===== config.mk =====
export PLATFORM = sky130hd
export DESIGN_NAME = alu_logic_result_stage
export DESIGN_NICKNAME = d
export VERILOG_FILES = /design/src/rtl/alu_logic_result_stage.sv
export SDC_FILE = /design/constraint.sdc
export NUM_CORES = 1
export LEC_CHECK = 0
export ABC_AREA = 1
export BUFFER_PORTS_ARGS = -buffer_cell sky130_fd_sc_hd__buf_4
export CAP_MARGIN = 20
export CORE_ASPECT_RATIO = 1.5
export CORE_UTILIZATION = 50
export DETAILED_ROUTE_END_ITERATION = 8
export PLACE_DENSITY = 0.79
export SYNTH_ARGS = -nofsm -noshare
export SYNTH_HDL_FRONTEND = slang
export SYNTH_SLANG_ARGS = --single-unit

===== constraint.sdc =====
create_clock -name clk -period 2.2 [get_ports clk]
set_input_delay 0.11 -clock clk [delete_from_list [all_inputs] [get_ports clk]]
set_output_delay 0.11 -clock clk [all_outputs]
set_load 0.01 [all_outputs]

===== src/rtl/alu_logic_result_stage.sv =====
// ALU logic unit (AND/OR/XOR/NOR) with registered result/flags held in a 2-entry skid buffer.
// One cycle from accept to out_valid; in_ready depends only on buffer occupancy, never on out_ready.
module alu_logic_result_stage #(
   parameter int N  = 32,
   parameter int CW = 8
) (
   input  logic          clk,
   input  logic          rst,
   input  logic          in_valid,
   output logic          in_ready,
   input  logic [N-1:0]  A,
   input  logic [N-1:0]  B,
   input  logic [1:0]    OP,
   output logic          out_valid,
   input  logic          out_ready,
   output logic [N-1:0]  F,
   output logic          Z,
   output logic          NF,
   output logic [CW-1:0] CNT
);

   typedef enum logic [1:0] {EMPTY = 2'd0, ONE = 2'd1, FULL = 2'd2} state_t;

   state_t         state;
   state_t         state_nxt;
   logic [N-1:0]   res;
   logic           res_z;
   logic           res_nf;
   logic [N-1:0]   skid_f;
   logic           skid_z;
   logic           skid_nf;
   logic           push;
   logic           pop;

   always_comb begin
      res = '0;
      case (OP)
         2'b00:   res = A & B;
         2'b01:   res = A | B;
         2'b10:   res = A ^ B;
         default: res = ~(A | B);
      endcase
   end

   assign res_z  = (res == '0);
   assign res_nf = res[N-1];
   assign push   = in_valid & in_ready;
   assign pop    = out_valid & out_ready;

   always_comb begin
      state_nxt = state;
      case (state)
         EMPTY: if (push) state_nxt = ONE;
         ONE: begin
            if (push && !pop)      state_nxt = FULL;
            else if (!push && pop) state_nxt = EMPTY;
         end
         FULL:  if (pop) state_nxt = ONE;
         default: state_nxt = EMPTY;
      endcase
   end

   // Handshake flags are registered off the next state so they match the buffer occupancy.
   always_ff @(posedge clk or posedge rst) begin
      if (rst) begin
         state     <= EMPTY;
         in_ready  <= 1'b0;
         out_valid <= 1'b0;
         F         <= '0;
         Z         <= 1'b0;
         NF        <= 1'b0;
         skid_f    <= '0;
         skid_z    <= 1'b0;
         skid_nf   <= 1'b0;
         CNT       <= '0;
      end else begin
         state     <= state_nxt;
         in_ready  <= (state_nxt != FULL);
         out_valid <= (state_nxt != EMPTY);
         case (state)
            EMPTY: begin
               if (push) begin
                  F  <= res;
                  Z  <= res_z;
                  NF <= res_nf;
               end
            end
            ONE: begin
               if (push && pop) begin
                  F  <= res;
                  Z  <= res_z;
                  NF <= res_nf;
               end else if (push) begin
                  skid_f  <= res;
                  skid_z  <= res_z;
                  skid_nf <= res_nf;
               end
            end
            FULL: begin
               if (pop) begin
                  F  <= skid_f;
                  Z  <= skid_z;
                  NF <= skid_nf;
               end
            end
            default: ;
         endcase
         if (pop) CNT <= CNT + CW'(1);
      end
   end

endmodule


==> results.yml, run 1 <==
worst_setup_path:
  required_ns: 2.38
  crit_buf_inv: 4
  slowest_stage: "dfrtp_1"
  cp-end-kind: "flip-flop"
  path_cells: "inv_1 -> nor2_4 -> a21oi_1 -> inv_1 -> nand2_1 -> buf_4 -> buf_4 -> o21ai_0"
  slowest_delay_ns: 0.37
  critPathLaunchType: "flip-flop"
  arrival_ns: 1.99
  cp_top_family: "buffers and inverters"
  path_class: "reg2reg"
  crit_fanout: 31
floorplan:
  start_util_pct: 52.2
  design.die.area_mm2: 0.0111
  core_mm2: 0.0102
  die_w_um: 86.5
  die_h_um: 129
  rows: 45
  io_pins: 114
sta:
  finClkSkew_ns: 0.00375
  finalCritPeriodShare_pct: 82.6
  period_needed_ns: 1.82
  max-slew-margin-rel_pct: 44.6
  fin_setup_tns_ns: 0
  fin_hold_ws_ns: 0.157
  setup_viol: 0
  finalHoldViolCount: 0
  tightest_slew_ns: 0.828
  fmax_mhz: 550
  rsz0062_at_grt: "false"
  drv_slew: 0
yosys:
  synth.area.top_cells: "dfrtp_1, ha_1, nand2_1"
  synth_warnings: 0
  synth_top_area_share_pct: 36.5
  synth.net_count: 871
  synth_cell_types: 22
  synth_area_mm2: 0.00535
  synth_seq_cells: 78
  synth_top_area_cell: "dfrtp_1"
  postSynthCellCount: 736
  yosysSeqAreaShare_pct: 36.5
  synth_area_per_cell_um2: 7.27
layout:
  area_growth_pct: 23.2
  drive_above_1_share_pct: 16.7
  nNetsFinal: 968
  final_core_util_pct: 64.4
  diodes: 0
place:
  port-buffer-count: 113
  hpwl_mm: 9.73
  place.gp.congestion: 0.820
global_routing:
  grt_usage_pct: 25.0
  grt_max_degree: 79
  grt_pass1_wl_mm: 22.0
  first_global_vias: 4921
  grt_overflow: 0
  grt_antenna_before_repair: 0
run:
  cap_violations: 0
clocking:
  post-cts-setup-buffers: 0
  cts_tree: "built"
  clk_path_buf_depth: 2
  path_clk_slew_ns: 0.05
  clock_latency_ns: 0.33
  cts_root_buf: "clkbuf_16"
  cts-buffers-inserted: 9
  cts.sinks: 78
  cts_max_level: 3
route:
  drt_iter0_drc: 361
  ant_nets: 0
  dr.pass1.iters: 5
  via_per_inst: 5.10
  routedWlPerCell_um: 13.3
  wirelength_mm: 13.0
  vias: 4993
  drc_errors: 0
pwr:
  ir_drop_mv: 0.408
  finalPower_mw: 6.69
  p_per_area_mw_per_mm2: 1010
  total_leakage_power_nw: 3.58
status:
  status: "completed"
worst_hold_path:
  min_path_type: "in2reg"
## tightest hold or removal path: stages
cell and delay, ns:
buf_4 0.08, nand2_1 0.08, nand4_1 0.13, nand2_1 0.06
## power breakdown
group | internal [mW] | leakage [nW] | total, mW | switching [mW]
sequential | 2.09 | 0.961 | 2.51 | 0.424
clock | 0.859 | 0.137 | 1.40 | 0.537
combinational | 1.21 | 2.48 | 2.78 | 1.57
total | 4.16 | 3.58 | 6.69 | 2.53
## area by class of cell
cell class | instances | area (um^2)
Clock buffer | 16 | 282
Fill cell | 930 | 3650
Timing Repair Buffer | 124 | 953
Inverter | 111 | 418
Multi-Input combinational cell | 509 | 2810
Sequential cell | 78 | 1950
Tap cell | 141 | 176
## cell usage in the layout (no fill, tap or decap), drive strengths merged
cell / synthesis / routed
nand2: 198 / 198
buf: 19 / 123
inv: 111 / 110
o21ai: 97 / 97
dfrtp: 78 / 78
ha: 65 / 65
nand3: 51 / 51
nor2: 40 / 40
a21oi: 33 / 33
clkbuf: 19 / 16
o21a: 15 / 15
xor2: 4 / 4
xnor2: 2 / 2
nand4: 1 / 1
clkinv: 0 / 1
nor3: 1 / 1
nor3b: 1 / 1
nand3b: 1 / 1
dlygate4sd3: 0 / 1
## metrics by stage
step / worst slack, ns / instance area, um^2 / instances
6_report: 0.382 / 6600 / 979
3_3_place_gp: -0.0264 / 6290 / 961
3_5_place_dp: 0.101 / 6300 / 962
5_1_grt: 0.149 / 6600 / 979
2_1_floorplan: 0.0950 / 5350 / 736
4_1_cts: 0.381 / 6600 / 979
## final timing paths
kind	startpoint	end	slack (ns)	depth (start not counted)
setup reg to reg	state[1]	F[13]	0.38	8
hold / removal	in_valid	out_valid	0.16	4
setup / recovery	state[1]	F[13]	0.38	8
min in group asynchronous	rst	F[28]	0.40	4
hold reg to reg	CNT[7]	CNT[7]	0.47	1
max in group asynchronous	rst	F[25]	1.46	4
## per-layer routing
layer | up-vias | global-route usage, % | share of wire, %
met5 | - | 0 | 0
met1 | 2303 | 30.6 | 41
met4 | 0 | 11.0 | 2.8
met3 | 29 | 3.46 | 3.9
li1 | 2503 | - | -
met2 | 158 | 43.7 | 52
## cell families (layout without fill, tap and decap cells)
logic type / after synthesis / after routing / synth area share (%)
AOI/OAI and AO/OA: 145 / 145 / 14.3
xor gates and xnor gates: 6 / 6 / 0.982
adders and majority gates: 65 / 65 / 15.2
buffers and inverters: 149 / 251 / 11.1
DFF: 78 / 78 / 36.5
and+or+nand+nor: 293 / 293 / 22.0
## cells in the mapped netlist
library cell and number:
nand4_1 1, buf_2 8, xnor2_1 2, inv_2 2, a21oi_1 33, nand3b_1 1
ha_1 65, xor2_1 4, o21a_1 15, clkbuf_1 19, buf_4 7, nand2_1 198
inv_1 109, o21ai_0 92, nor2_1 39, nand3_1 51, nor2_2 1, dfrtp_1 78
o21ai_1 5, nor3b_1 1, nor3_1 1, buf_1 4
## registers in the layout, summed over array words and instances (netlist names)
register   count
F             32
Z              1
out_valid      1
in_ready       1
skid_f        32
state          2
CNT            8
skid_z         1
## timing repair
action | 4_1_cts | 5_1_grt
endpoints found under the hold margin | 78 | 0
resized for setup | 0 | 0
hold buffers | 1 | 0
No activity file was read; power rests on OpenSTA's default activity.
==> run 2, diff against run 1 <==
Settings changed: CORE_UTILIZATION 50 to 56, PLACE_DENSITY 0.79 to 0.84.
Clock period 2.2 ns to 1.9 ns, I/O delays scaled along.
==> run 2 against run 1 <==
  * Maximum frequency rose by 4.8%
  * Design area shrank 0.17%
  * Count of clock-buffer cells in the layout shrank 4
  * Flip-flop and latch count is the same
  * Utilization grew 6.8 points
  * Cell count fell by 3.0%
  * Non-clock buffer count increased by 2
  * Sequential share of layout area increased by 0.051 points
  * Worst hold slack gained 0.012 ns
  * Clock power is 14% higher
  * Largest cell class unchanged
  * Largest power group unchanged
==> results.yml, run 2 (same netlist as run 1, synthesis figures left out) <==
status:
  status: "completed"
floorplan:
  rows: 43
  io_pins: 114
  die_h_um: 122
  design.die.area_mm2: 0.00996
  core_mm2: 0.00925
  start_util_pct: 57.9
  die_w_um: 81.8
worst_setup_path:
  path_class: "reg2reg"
  r2r.worst_path.cells: 8
  arrival_ns: 1.93
  critPathLaunchType: "flip-flop"
  crit_start: "state[1]"
  r2r_setup_slack_ns: 0.16
  r2r_start: "state[1]"
  crit_fanout: 25
  required_ns: 2.10
  cp-end-kind: "flip-flop"
  r2r_end: "F[3]"
  critPathCapture: "F[3]"
route:
  dr.pass1.iters: 5
  met3_wirelength_um: 583
  met1_length_mm: 5.20
  routedWlPerCell_um: 12.7
  via_per_inst: 5.29
  drc_errors: 0
  wl_met2_mm: 5.95
  drt_iter0_drc: 375
  dr.max_layer_used: "met4"
  vias: 5028
  ant_nets: 0
  wirelength_mm: 12.1
pwr:
  p_int_mw: 4.84
  p_sw_share_pct: 37.1
  clkPwrFrac_pct: 20.7
  p_per_area_mw_per_mm2: 1170
  ir_drop_mv: 1.12
  seqPwrFrac_pct: 37.3
  power_switching_mw: 2.86
  combPwrFrac_pct: 42.0
  total_leakage_power_nw: 3.59
place:
  post-place-cells: 935
  pre_cts_slack_ns: 0.186
  hpwl_mm: 9.25
  port-buffer-count: 113
  dpl-instance-area_mm2: 0.00630
  place.gp.congestion: 0.905
sta:
  drv_slew: 0
  finalHoldViolCount: 0
  finClkSkew_ns: 0.00454
  fmax_mhz: 576
  max-slew-margin-rel_pct: 54.5
  tightest_slew_ns: 0.682
  layout_setup_ws_ns: 0.165
  finalCritPeriodShare_pct: 91.3
  period_needed_ns: 1.74
  setup_viol: 0
  fin_hold_ws_ns: 0.168
  fin_setup_tns_ns: 0
  rsz0062_at_grt: "false"
global_routing:
  grt_max_degree: 67
  grt_pass1_wl_mm: 19.7
  grt_usage_pct: 25.3
  grt_antenna_before_repair: 0
  grt_overflow: 0
  first_global_vias: 4563
clocking:
  post-cts-setup-buffers: 0
  clk_path_buf_depth: 2
  cts-buffers-inserted: 9
  cts_root_buf: "clkbuf_16"
  cts_max_level: 3
  clock_latency_ns: 0.33
  cts.sinks: 78
  path_clk_slew_ns: 0.05
  cts_tree: "built"
layout:
  area_growth_pct: 23.0
  diodes: 0
  drive_above_1_share_pct: 16.8
  layout_commonest_cell: "nand2_1"
  largest_registers: "F x32, skid_f x32, CNT x8"
  layout.cells.non_filler: 950
  nNetsFinal: 970
  fin_area_mm2: 0.00658
  layout_common_cells: "nand2_1, buf_4, inv_1, o21ai_0, dfrtp_1"
run:
  cap_violations: 0
worst_hold_path:
  min_path_type: "in2reg"
  hold_depth: 4
## run 2: changes by cell type in the layout (fill, tap and decap cells not counted)
cell        before  now
clkinvlp_4       0    1
clkbuf_1         4    3
buf_12           1    3
buf_8            1    0
clkbuf_8         3    0
bufinv_16        0    1
buf_4          121  122
## run 2: through the flow
stage | power (mW) | util (%)
after floorplan | 4.79 | -
after global placement | 5.96 | 68.1
after detailed placement | 6.12 | 68.1
after CTS | 7.73 | 71.1
after global routing | 8.29 | 71.1
final | 7.70 | 71.1
## run 2: worst min-delay path by stage
stage / start / end / slack [ns]
2_1_floorplan: rst / CNT[0] / 0.32
3_3_place_gp: rst / F[19] / 0.22
3_5_place_dp: rst / F[19] / 0.24
4_1_cts: out_ready / CNT[1] / 0.17
5_1_grt: out_ready / CNT[1] / 0.23
6_report: out_ready / CNT[1] / 0.17
## run 2: critical path, cell delays in order (launching register included)
cell,delay [ns]
dfrtp_1,0.38
inv_1,0.15
nor2_4,0.04
a21oi_1,0.22
inv_1,0.07
nand2_1,0.12
buf_4,0.22
buf_4,0.26
o21ai_0,0.13
## run 2: area by class of cell
| cell class | count | area [um^2] |
|---|---|---|
| clock buffer | 12 | 236 |
| clock inverter | 2 | 35.0 |
| fill | 716 | 2670 |
| inverter | 111 | 420 |
| multi-input combinational | 509 | 2810 |
| sequential | 78 | 1950 |
| tap | 112 | 140 |
| timing repair buffer | 126 | 986 |
## run 2: repair_timing
item / 4_1_cts / 5_1_grt
gates resized for setup: 0 / 0
hold buffers: 1 / 0
hold endpoints to repair: 28 / 0
## run 2: per-layer routing
| metal | track usage [%] | vias to the layer above |
|---|---|---|
| met4 | 11.5 | 0 |
| met5 | 0 | - |
| li1 | - | 2508 |
| met1 | 32.0 | 2309 |
| met2 | 42.6 | 183 |
| met3 | 2.85 | 28 |
## run 2: power groups by stage
| stage | logic [mW] | clock network (mW) | registers (mW) |
|---|---|---|---|
| after global routing | 3.65 | 1.68 | 2.96 |
| after detailed placement | 3.23 | 0 | 2.89 |
| final | 3.23 | 1.60 | 2.87 |
| after global placement | 3.11 | 0 | 2.84 |
| after floorplan | 1.81 | 0 | 2.98 |
| after CTS | 3.25 | 1.61 | 2.87 |
==> run 3, diff against run 2 <==
Settings changed: CORE_UTILIZATION 56 to 60, PLACE_DENSITY 0.84 to 0.89.
Clock period 1.9 ns to 2.1 ns, I/O delays scaled along.
==> run 3 against run 2 <==
  * Design area down 0.11%
  * Worst hold slack lost 0.047 ns
  * Critical endpoint is now F[24]
  * Clock power decreased by 11%
  * Highest routed layer unchanged
  * Clock skew down 0.0010 ns
==> results.yml, run 3 (same netlist as run 1, synthesis figures left out) <==
global_routing:
  grt_overflow: 0
  first_global_vias: 4910
  grt_max_degree: 67
  grt_usage_pct: 30.1
  grt_pass1_wl_mm: 22.2
  grt_antenna_before_repair: 0
clocking:
  cts_tree: "built"
  cts_root_buf: "clkbuf_16"
  post-cts-setup-buffers: 0
  cts_max_level: 3
  cts-buffers-inserted: 9
  path_clk_slew_ns: 0.06
  cts.sinks: 78
  cts_resized: 0
  clk_path_buf_depth: 2
  clock_latency_ns: 0.34
sta:
  setup_viol: 0
  tightest_slew_ns: 0.714
  rsz0062_at_grt: "false"
  fmax_mhz: 557
  fin_setup_tns_ns: 0
  max-slew-margin-rel_pct: 52.3
  drv_slew: 0
  finalHoldViolCount: 0
  period_needed_ns: 1.79
  finalCritPeriodShare_pct: 85.4
  finClkSkew_ns: 0.00351
worst_setup_path:
  crit_buf_inv: 4
  cp_top_family: "buffers and inverters"
  path_class: "reg2reg"
  slowest_delay_ns: 0.37
  r2r.worst_path.cells: 9
  r2r_end: "F[24]"
  arrival_ns: 2.03
  cp-end-kind: "flip-flop"
  critPathLaunchType: "flip-flop"
  required_ns: 2.34
  r2r_setup_slack_ns: 0.31
  r2r_start: "state[1]"
  crit_fanout: 38
  path_cells: "inv_1 -> nor2_4 -> a21oi_1 -> inv_1 -> nand2_1 -> buf_12 -> buf_4 -> nand2_1 -> o21ai_0"
  slowest_stage: "dfrtp_1"
route:
  wirelength_mm: 13.4
  vias: 5130
  drc_errors: 0
  routedWlPerCell_um: 14.1
  via_per_inst: 5.42
  dr.pass1.iters: 6
  drt_iter0_drc: 359
  ant_nets: 0
layout:
  nNetsFinal: 971
  layout_common_cells: "nand2_1, buf_4, inv_1, o21ai_0, dfrtp_1"
  layout.cells.non_filler: 946
  drive_above_1_share_pct: 17.2
  area_growth_pct: 22.8
  diodes: 0
  layout_commonest_cell: "nand2_1"
  largest_registers: "F x32, skid_f x32, CNT x8"
place:
  post-place-cells: 931
  hpwl_mm: 10.1
  place.gp.congestion: 0.883
  port-buffer-count: 113
floorplan:
  rows: 41
  io_pins: 114
  die_w_um: 79.1
  die_h_um: 118
  core_mm2: 0.00852
  design.die.area_mm2: 0.00931
  start_util_pct: 62.9
worst_hold_path:
  min_path_type: "in2reg"
  hp-start: "out_ready"
  hold_depth: 4
  whs_endpoint: "state[1]"
pwr:
  p_per_area_mw_per_mm2: 1080
  ir_drop_mv: 0.910
  total_leakage_power_nw: 3.59
run:
  cap_violations: 0
status:
  status: "completed"
run 3: cell count changes in the layout (fill, tap and decap cells not counted):
| cell | before | now |
|---|---|---|
| buf_4 | 122 | 124 |
| bufinv_16 | 1 | 0 |
| clkbuf_1 | 3 | 1 |
| buf_12 | 3 | 2 |
| clkbuf_8 | 0 | 3 |
run 3: worst max path at each step:
stage	from	endpoint	slack (ns)	depth (start not counted)
global placement	OP[1]	Z	0.27	13
floorplan	in_ready	F[12]	0.58	8
detailed placement	OP[1]	Z	0.20	13
finish	state[1]	F[24]	0.31	9
global route	state[1]	F[2]	0.13	7
CTS	state[1]	F[12]	0.30	7
run 3: layer usage:
layer / track usage [%] / part of all wire, %
met2: 53.1 / 53
met5: 0 / 0
met1: 36.1 / 40
met4: 11.0 / 2.1
met3: 4.65 / 5.4
run 3: worst min-delay path, cell delays in order:
cell and delay, ns:
buf_4 0.08, nand2_1 0.05, o21ai_0 0.10, nor2_1 0.07
run 3: power by group:
group | leakage [nW] | internal (mW) | switching (mW)
combinational | 2.50 | 1.32 | 1.72
sequential | 0.961 | 2.19 | 0.432
clock | 0.138 | 0.881 | 0.553
run 3: through the flow:
step                      util [%]  total power, mW  hold WS [ns]  instance area (um^2)  setup slack (ns)
after floorplan                  -             4.33         0.325                  5360             0.581
after global placement        73.9             5.45         0.247                  6290             0.265
after global routing          77.2             7.59         0.146                  6580             0.126
after detailed placement      73.9             5.63         0.262                  6290             0.197
after CTS                     77.2             7.11         0.116                  6580             0.303
final                         77.2             7.09         0.122                  6580             0.306
run 3: cell type report:
class / count / area [um^2]
Clock inverter: 1 / 5.00
Timing Repair Buffer: 127 / 981
Sequential cell: 78 / 1950
Inverter: 111 / 420
Clock buffer: 13 / 270
Tap cell: 107 / 134
Fill cell: 669 / 1940
Multi-Input combinational cell: 509 / 2810
run 3: what timing repair did:
action | in CTS | in global routing
setup endpoints to repair | 0 | 0
endpoints found under the hold margin | 31 | 0
hold buffers | 1 | 0
